[config.mk]
export PLATFORM = sky130hd
export DESIGN_NAME = samp_timing
export DESIGN_NICKNAME = d
export VERILOG_FILES = /design/src/rtl/samp_timing.sv
export SDC_FILE = /design/constraint.sdc
export NUM_CORES = 1
export LEC_CHECK = 0
export ABC_CLOCK_PERIOD_IN_PS = 2400
export BUFFER_PORTS_ARGS = -buffer_cell sky130_fd_sc_hd__buf_2
export CAP_MARGIN = 5
export CORE_UTILIZATION = 54
export CTS_CLUSTER_DIAMETER = 200
export DETAILED_ROUTE_END_ITERATION = 8
export PLACE_DENSITY = 0.73
export SKIP_CTS_REPAIR_TIMING = 1
export SYNTH_ARGS = -nofsm -noshare
export SYNTH_HDL_FRONTEND = slang
export SYNTH_SLANG_ARGS = --single-unit
[constraint.sdc]
create_clock -name clk -period 2.4 [get_ports clk]
set_input_delay 0.12 -clock clk [delete_from_list [all_inputs] [get_ports clk]]
set_output_delay 0.12 -clock clk [all_outputs]
set_load 0.01 [all_outputs]
[src/rtl/samp_timing.sv]
// samp_timing: sampling-clock / conversion-start frame generator.
// Each frame is a SAMPLE window (samp_clk high for width_act cycles)
// followed by a CONVERT phase whose first cycle pulses conv_start.
// Optional feature macro: SAMP_BURST_EN adds burst_len/burst_done and
// stops framing after burst_len frames (0 = continuous).
module samp_timing #(
    parameter int CNT_W      = 8,
    parameter int DEF_PERIOD = 16,
    parameter int DEF_WIDTH  = 4
) (
    input  logic             clk,
    input  logic             rst_b,
    input  logic             en,
    input  logic [CNT_W-1:0] period,
    input  logic [CNT_W-1:0] samp_width,
    input  logic             cfg_load,
`ifdef SAMP_BURST_EN
    input  logic [CNT_W-1:0] burst_len,
    output logic             burst_done,
`endif
    output logic             samp_clk,
    output logic             conv_start,
    output logic             busy,
    output logic             cfg_err
);

    typedef enum logic [1:0] {
        IDLE    = 2'd0,
        SAMPLE  = 2'd1,
        CONVERT = 2'd2
    } state_t;

    localparam logic [CNT_W-1:0] ONE   = CNT_W'(1);
    localparam logic [CNT_W-1:0] DEF_P = CNT_W'(DEF_PERIOD);
    localparam logic [CNT_W-1:0] DEF_W = CNT_W'(DEF_WIDTH);

    state_t           state_q, state_d;
    logic [CNT_W-1:0] cnt_q, cnt_d;
    logic [CNT_W-1:0] period_act_q, period_act_d;
    logic [CNT_W-1:0] width_act_q, width_act_d;
    logic [CNT_W-1:0] shadow_period_q, shadow_period_d;
    logic [CNT_W-1:0] shadow_width_q, shadow_width_d;
    logic             pending_q, pending_d;
    logic             cfg_err_q, cfg_err_d;
    logic             samp_clk_q, samp_clk_d;
    logic             conv_start_q, conv_start_d;

    logic cfg_valid;
    logic frame_start;
    logic frame_end;
    logic burst_stop;
    logic start_ok;

    // A load is only accepted if the window fits strictly inside the frame.
    assign cfg_valid = cfg_load && (samp_width != '0) && (period > ONE) &&
                       (samp_width < period);
    assign frame_start = (state_q == IDLE) && en && start_ok;
    assign frame_end   = (state_q == CONVERT) && (cnt_q == period_act_q - ONE);

`ifdef SAMP_BURST_EN
    logic [CNT_W-1:0] burst_cnt_q, burst_cnt_d;
    logic [CNT_W-1:0] burst_len_q, burst_len_d;
    logic             burst_lock_q, burst_lock_d;
    logic             burst_done_q, burst_done_d;

    assign burst_stop = (burst_len_q != '0) && (burst_cnt_q + ONE == burst_len_q);
    assign start_ok   = !burst_lock_q;
    assign burst_done = burst_done_q;

    // Burst bookkeeping: count finished frames, lock out restart until en drops.
    always_comb begin
        burst_cnt_d  = burst_cnt_q;
        burst_len_d  = burst_len_q;
        burst_lock_d = burst_lock_q;
        burst_done_d = 1'b0;
        if (!en) begin
            burst_lock_d = 1'b0;
        end
        if (frame_start) begin
            burst_cnt_d = '0;
            burst_len_d = burst_len;
        end else if (frame_end && (burst_len_q != '0)) begin
            if (burst_stop) begin
                burst_cnt_d  = '0;
                burst_done_d = 1'b1;
                burst_lock_d = 1'b1;
            end else begin
                burst_cnt_d = burst_cnt_q + ONE;
            end
        end
    end

    // Burst registers, cleared by reset.
    always_ff @(posedge clk or negedge rst_b) begin
        if (!rst_b) begin
            burst_cnt_q  <= '0;
            burst_len_q  <= '0;
            burst_lock_q <= 1'b0;
            burst_done_q <= 1'b0;
        end else begin
            burst_cnt_q  <= burst_cnt_d;
            burst_len_q  <= burst_len_d;
            burst_lock_q <= burst_lock_d;
            burst_done_q <= burst_done_d;
        end
    end
`else
    assign burst_stop = 1'b0;
    assign start_ok   = 1'b1;
`endif

    // Frame FSM, counter and configuration handover; outputs are pre-registered.
    always_comb begin
        state_d         = state_q;
        cnt_d           = cnt_q;
        conv_start_d    = 1'b0;
        period_act_d    = period_act_q;
        width_act_d     = width_act_q;
        shadow_period_d = shadow_period_q;
        shadow_width_d  = shadow_width_q;
        pending_d       = pending_q;
        cfg_err_d       = cfg_err_q;

        case (state_q)
            IDLE: begin
                if (frame_start) begin
                    state_d = SAMPLE;
                    cnt_d   = '0;
                end
            end
            SAMPLE: begin
                cnt_d = cnt_q + ONE;
                if (cnt_q == width_act_q - ONE) begin
                    state_d      = CONVERT;
                    conv_start_d = 1'b1;
                end
            end
            CONVERT: begin
                if (frame_end) begin
                    cnt_d   = '0;
                    state_d = (en && !burst_stop) ? SAMPLE : IDLE;
                end else begin
                    cnt_d = cnt_q + ONE;
                end
            end
            default: begin
                state_d = IDLE;
                cnt_d   = '0;
            end
        endcase

        // New timing only ever lands between frames, so a running window is never cut.
        if (cfg_load) begin
            cfg_err_d = !cfg_valid;
        end
        if (cfg_valid) begin
            if ((state_q == IDLE) || frame_end) begin
                period_act_d = period;
                width_act_d  = samp_width;
                pending_d    = 1'b0;
            end else begin
                shadow_period_d = period;
                shadow_width_d  = samp_width;
                pending_d       = 1'b1;
            end
        end else if (frame_end && pending_q) begin
            period_act_d = shadow_period_q;
            width_act_d  = shadow_width_q;
            pending_d    = 1'b0;
        end

        samp_clk_d = (state_d == SAMPLE);
    end

    // State and configuration registers; reset returns to the default timing.
    always_ff @(posedge clk or negedge rst_b) begin
        if (!rst_b) begin
            state_q         <= IDLE;
            cnt_q           <= '0;
            period_act_q    <= DEF_P;
            width_act_q     <= DEF_W;
            shadow_period_q <= DEF_P;
            shadow_width_q  <= DEF_W;
            pending_q       <= 1'b0;
            cfg_err_q       <= 1'b0;
            samp_clk_q      <= 1'b0;
            conv_start_q    <= 1'b0;
        end else begin
            state_q         <= state_d;
            cnt_q           <= cnt_d;
            period_act_q    <= period_act_d;
            width_act_q     <= width_act_d;
            shadow_period_q <= shadow_period_d;
            shadow_width_q  <= shadow_width_d;
            pending_q       <= pending_d;
            cfg_err_q       <= cfg_err_d;
            samp_clk_q      <= samp_clk_d;
            conv_start_q    <= conv_start_d;
        end
    end

    assign samp_clk   = samp_clk_q;
    assign conv_start = conv_start_q;
    assign busy       = (state_q != IDLE);
    assign cfg_err    = cfg_err_q;

endmodule

---- After elaboration in Yosys (flattened, before gate mapping) ----
Cells that the tools add are included.
operators by class
  $add $sub $neg .......................... 3
  $mul .................................... 0
  div/mod/pow operators ................... 0
  order comparisons ....................... 2
  eq/ne operators ......................... 7
  shift operators ......................... 0
  mux-type cells .......................... 19
  bitwise operators ....................... 1
  reductions and logical operators ........ 14
operator list
  kind                   number
  $mux W8                8
  $pmux W8 S3            1
  $eq A8 B8 Y1           2
  $sub A8 B1 Y8 const B  2
  $add A8 B1 Y8 const B  1
  $gt A8 B1 Y1 const B   1
  $lt A8 B8 Y1           1
  $reduce_bool A8 Y1     1
  $logic_and A1 B1 Y1    6
  $mux W1                6
  $mux W2                3
  $pmux W2 S3            1
  $eq A2 B1 Y1 const B   2
  $reduce_and A2 Y1      2
  $reduce_bool A2 Y1     2
  $eq A2 B2 Y1 const B   1
  $logic_not A2 Y1       1
  $ne A2 B1 Y1 const B   1
  $ne A2 B2 Y1 const B   1
  $logic_not A1 Y1       1
  $logic_or A1 B1 Y1     1
  $not A1 Y1             1
word-level totals
  flip-flop bits (word level) ............. 46
  bits in latches ......................... 0
  bits in writable memories ............... 0
  memory bits (read-only) ................. 0
  input port bits ......................... 20
  output and inout bits ................... 4
  word-level logic and storage cells ...... 56
  memories ................................ 0

---- Logic depth before layout (Yosys ltp) ----
  word-level depth ........................ 6
  mapped depth ............................ 11
  depth with buffers taken out ............ 10

---- Least setup slack after synthesis ----
Ideal clock, no wire load.
  kind .................................... register to register
  from .................................... register period_act_q[2]
  to ...................................... register shadow_period_q[0]
  library setup time ...................... 125 ps
  arrival time ............................ 2159 ps
  data required time ...................... 2275 ps
  path slack .............................. 115 ps
  cell stages (with the launch flop) ...... 9
  path buffers ............................ 1
  period minus slack after synthesis ...... 2285 ps
  cell sequence ........................... dfrtp_1 nor4_2 o21ai_1 a32oi_1 a21o_2 a21oi_4 nor3b_4 buf_12 mux2_4
on the way
  longest elaborated chain between the ends .. 6
ends and longest elaborated chain
  what                         RTL line  RTL
  start, declared              39        logic [CNT_W-1:0] period_act_q, period_act_d;
  start signal, assigned       191       period_act_q <= period_act_d;
  $sub A8 B1 Y8                58        assign frame_end = (state_q == CONVERT) && (cnt_q == period_act_q - ONE);
  $eq A8 B8 Y1                 58
  $logic_and A1 B1 Y1          58
  $logic_or A1 B1 Y1           157       if ((state_q == IDLE) || frame_end) begin
  $not A1 Y1 (no line)         n/a
  $reduce_and A2 Y1 (no line)  n/a
  end signal, assigned         193       shadow_period_q <= shadow_period_d;
  end, declared                41        logic [CNT_W-1:0] shadow_period_q, shadow_period_d;
Every way passes these cells.
A chain may end at the register's enable or synchronous reset.

---- Final worst setup path ----
  from .................................... register period_act_q[1]
  to ...................................... register shadow_period_q[3]
Same word-level chain as after synthesis.

==> results.md <==
* result of the run: complete, but fails checks
* violated checks: hold timing
* die outline width: 74.9 um
* via-per-instance ratio: 5.77
* netlist area before placement: 0.00287 sq mm
* Pleak: 1.41 nW
* flip-flop and latch count after synthesis: 46
* number of setup violations in the final report: 0
* antenna violations before repair: 0
* number of clock sinks: 46
* arrival time reported for the critical path endpoint: 2.49 ns
* placement-stage cell area: 0.00311 sq mm
* number of warnings issued by yosys: 0
* commonest cells in the netlist: sky130_fd_sc_hd__dfrtp_1 (42), sky130_fd_sc_hd__inv_1 (20), sky130_fd_sc_hd__o2bb2ai_1 (18)
* highest clock frequency the design can meet: 0.435 GHz
* post-synthesis cell type count: 53
* gr usage total: 25.1%
* slew of the pin with the lowest slew margin: 1.10 ns
* vias after detailed routing: 2186
* y dimension of the die: 74.9 um
* leading register cell type out of synthesis: sky130_fd_sc_hd__dfrtp_1
* crit path capture type: flop
* wire length of the first global-routing pass: 10.3 mm
* Antenna Diode Count: 0
* CTS clk-pin slew, worst paths: 0.09 ns
* pin count of the biggest net entering global routing: 47
* number of pins exceeding their max-slew limit in the final report: 0
* Met2 Wirelength: 2.89 mm
* unrepaired setup endpoints after global routing: true
* worst clock skew: 0.00595 ns
* setup slack after layout: 0.0987 ns
* worst setup path class: flop to flop
* I/O Buffers: 23
* CTS tree: yes
* DRT Wirelength: 6.21 mm
* FFs w/ async S/R, synth: 100%
* wl on met1: 2.94 mm
* library cell with the largest summed area after synthesis: sky130_fd_sc_hd__dfrtp_1
* PnR Total Power: 3.80 mW
* kind of start point of the critical path: flop
* largest fanout of any net on the critical path: 8
* initial core utilization: 56.1%
* number of instances in the synthesized netlist: 273
* insertion delay of the later-clocked pin in the worst-skew pair: 0.30 ns
* Max Cap Viol: 0
* number of standard-cell rows in the floorplan: 26
* Area Overhead vs Synth: 15.0%
* met3 wire len: 234 um
* total grt overflow: 0
* Total Neg Setup Slack: 0 ns
* cell with the most instances after synthesis: sky130_fd_sc_hd__dfrtp_1
* count of routing violations after the opening detailed-route iteration: 145
* worst slack after detailed placement: -0.0564 ns
* net count after synthesis: 307
* average wire length per cell after detail routing: 16.4 um
* number of global-route vias before repair: 2130
* root cell of the clock tree: sky130_fd_sc_hd__clkbuf_8
* level count of the clock H-tree: 2
* worst relative slew slack: 26.8%
* Post-synth EDFFs: 0
* Total Die Area: 0.00560 sq mm
* antenna-violating nets left: 0
* worst voltage drop across the vdd grid: 0.758 mV
* uppermost signal routing layer after detailed routing: met4
* gpl congestion: 0.928
* number of nets in the layout: 342
* final worst path period need: 2.30 ns
* top area cells in the synthesized netlist: sky130_fd_sc_hd__dfrtp_1 (37%), sky130_fd_sc_hd__ha_1 (6.1%), sky130_fd_sc_hd__o2bb2ai_1 (5.5%)
* number of hold violations in the final report: 25
* Seq/Total Area, Yosys: 40.3%
* power density of the placed cells: 1150 mW/mm^2
* number of iterations in the first detailed-routing pass: 4
* number of design rule violations left after detail routing: 0
* number of placed I/O pins: 24
* number of buffers between clock root and the deepest sink: 2
* Data required, critical path: 2.59 ns
* min-delay worst type: primary input to asynchronous set/reset pin
* utilization after layout: 64.6%
* CTS Buf Count: 5
* share of final-layout standard cells stronger than drive strength 1: 26.5%
* mean post-synth cell area: 10.5 sq um
* tightest hold margin: -0.0185 ns
* proportion of netlist area held by the largest area contributor: 36.7%
* DP HPWL: 4.52 mm
* Tcrit/Tclk final: 95.9%
* Core Area: 0.00511 sq mm
* Finished Cell Area: 0.00330 sq mm
## worst paths after layout
| check | endpoint | slack (ns) | from | depth (start not counted) |
|---|---|---|---|---|
| setup / recovery | shadow_period_q[3] | 0.1 | period_act_q[1] | 10 |
| hold / removal | cnt_q[2] | -0.02 | rst_b | 1 |
| setup reg to reg | shadow_period_q[3] | 0.1 | period_act_q[1] | 10 |
| hold reg to reg | cfg_err | 0.49 | cfg_err | 2 |
| max in group asynchronous | cfg_err | 1.80 | rst_b | 1 |
| min in group clk | cfg_err | 0.06 | cfg_load | 3 |
## cells in the final DEF (no fill, tap or decap), types with 5 or more instances in the layout
| master | count |
|---|---|
| sky130_fd_sc_hd__dfrtp_1 | 42 |
| sky130_fd_sc_hd__buf_2 | 23 |
| sky130_fd_sc_hd__inv_1 | 19 |
| sky130_fd_sc_hd__o2bb2ai_1 | 18 |
| sky130_fd_sc_hd__a22oi_1 | 16 |
| sky130_fd_sc_hd__nor2_1 | 15 |
| sky130_fd_sc_hd__buf_4 | 15 |
| sky130_fd_sc_hd__ha_1 | 13 |
| sky130_fd_sc_hd__nand2_1 | 12 |
| sky130_fd_sc_hd__xnor2_1 | 10 |
| sky130_fd_sc_hd__mux2_4 | 10 |
| sky130_fd_sc_hd__o21ai_0 | 8 |
| sky130_fd_sc_hd__nand2b_1 | 6 |
| sky130_fd_sc_hd__a21oi_1 | 6 |
| sky130_fd_sc_hd__mux2_2 | 6 |
| sky130_fd_sc_hd__nor4_1 | 5 |
| sky130_fd_sc_hd__xor2_1 | 5 |
| sky130_fd_sc_hd__clkbuf_8 | 5 |
## metrics by stage
step	std cells	hold slack, ns
after floorplan	273	-0.176
after global placement	368	0.343
after detailed placement	368	0.349
after CTS	376	0.0201
after global routing	379	0.0703
final	379	-0.0185
## worst max-delay path: stages (launching register included)
cell	delay, ns
sky130_fd_sc_hd__dfrtp_1	0.43
sky130_fd_sc_hd__inv_2	0.08
sky130_fd_sc_hd__ha_4	0.19
sky130_fd_sc_hd__xnor2_2	0.13
sky130_fd_sc_hd__a21oi_2	0.12
sky130_fd_sc_hd__o2111ai_2	0.12
sky130_fd_sc_hd__a211o_1	0.30
sky130_fd_sc_hd__a21oi_4	0.25
sky130_fd_sc_hd__nor3b_4	0.09
sky130_fd_sc_hd__buf_6	0.17
sky130_fd_sc_hd__mux2_4	0.30
## layout make-up
cell class	instances	area, sq um
sequential	46	1160
clock inverter	2	37.5
multi-input combinational	195	1620
fill	414	1810
clock buffer	6	72.6
timing repair buffer	40	250
tap	70	87.6
inverter	20	75.1
## sequential cells by signal (all words and copies together) (netlist names)
signal,count
state_q,2
cnt_q,8
shadow_width_q,8
period_act_q,8
shadow_period_q,8
pending_q,1
width_act_q,8
conv_start,1
cfg_err,1
samp_clk,1
## report_power, final
| part | switching [mW] | internal, mW |
|---|---|---|
| registers | 0.287 | 1.11 |
| logic | 0.894 | 0.931 |
| clock network | 0.265 | 0.311 |
## cell families after synthesis
kind of cell	Yosys count	share of synthesized area, %
compound gates	80	22.0
buf+inv	32	5.28
xor+xnor	17	5.19
fa+ha+maj	14	6.11
mux	19	8.64
simple gates	65	12.4
flops	46	40.3
## routing by layer
layer,global-route usage (%),vias up
li1,-,1083
met1,34.1,1046
met2,39.8,40
met3,5.09,17
met4,9.43,0
met5,0,-
Note: power is estimated with default switching activity, not from simulation.
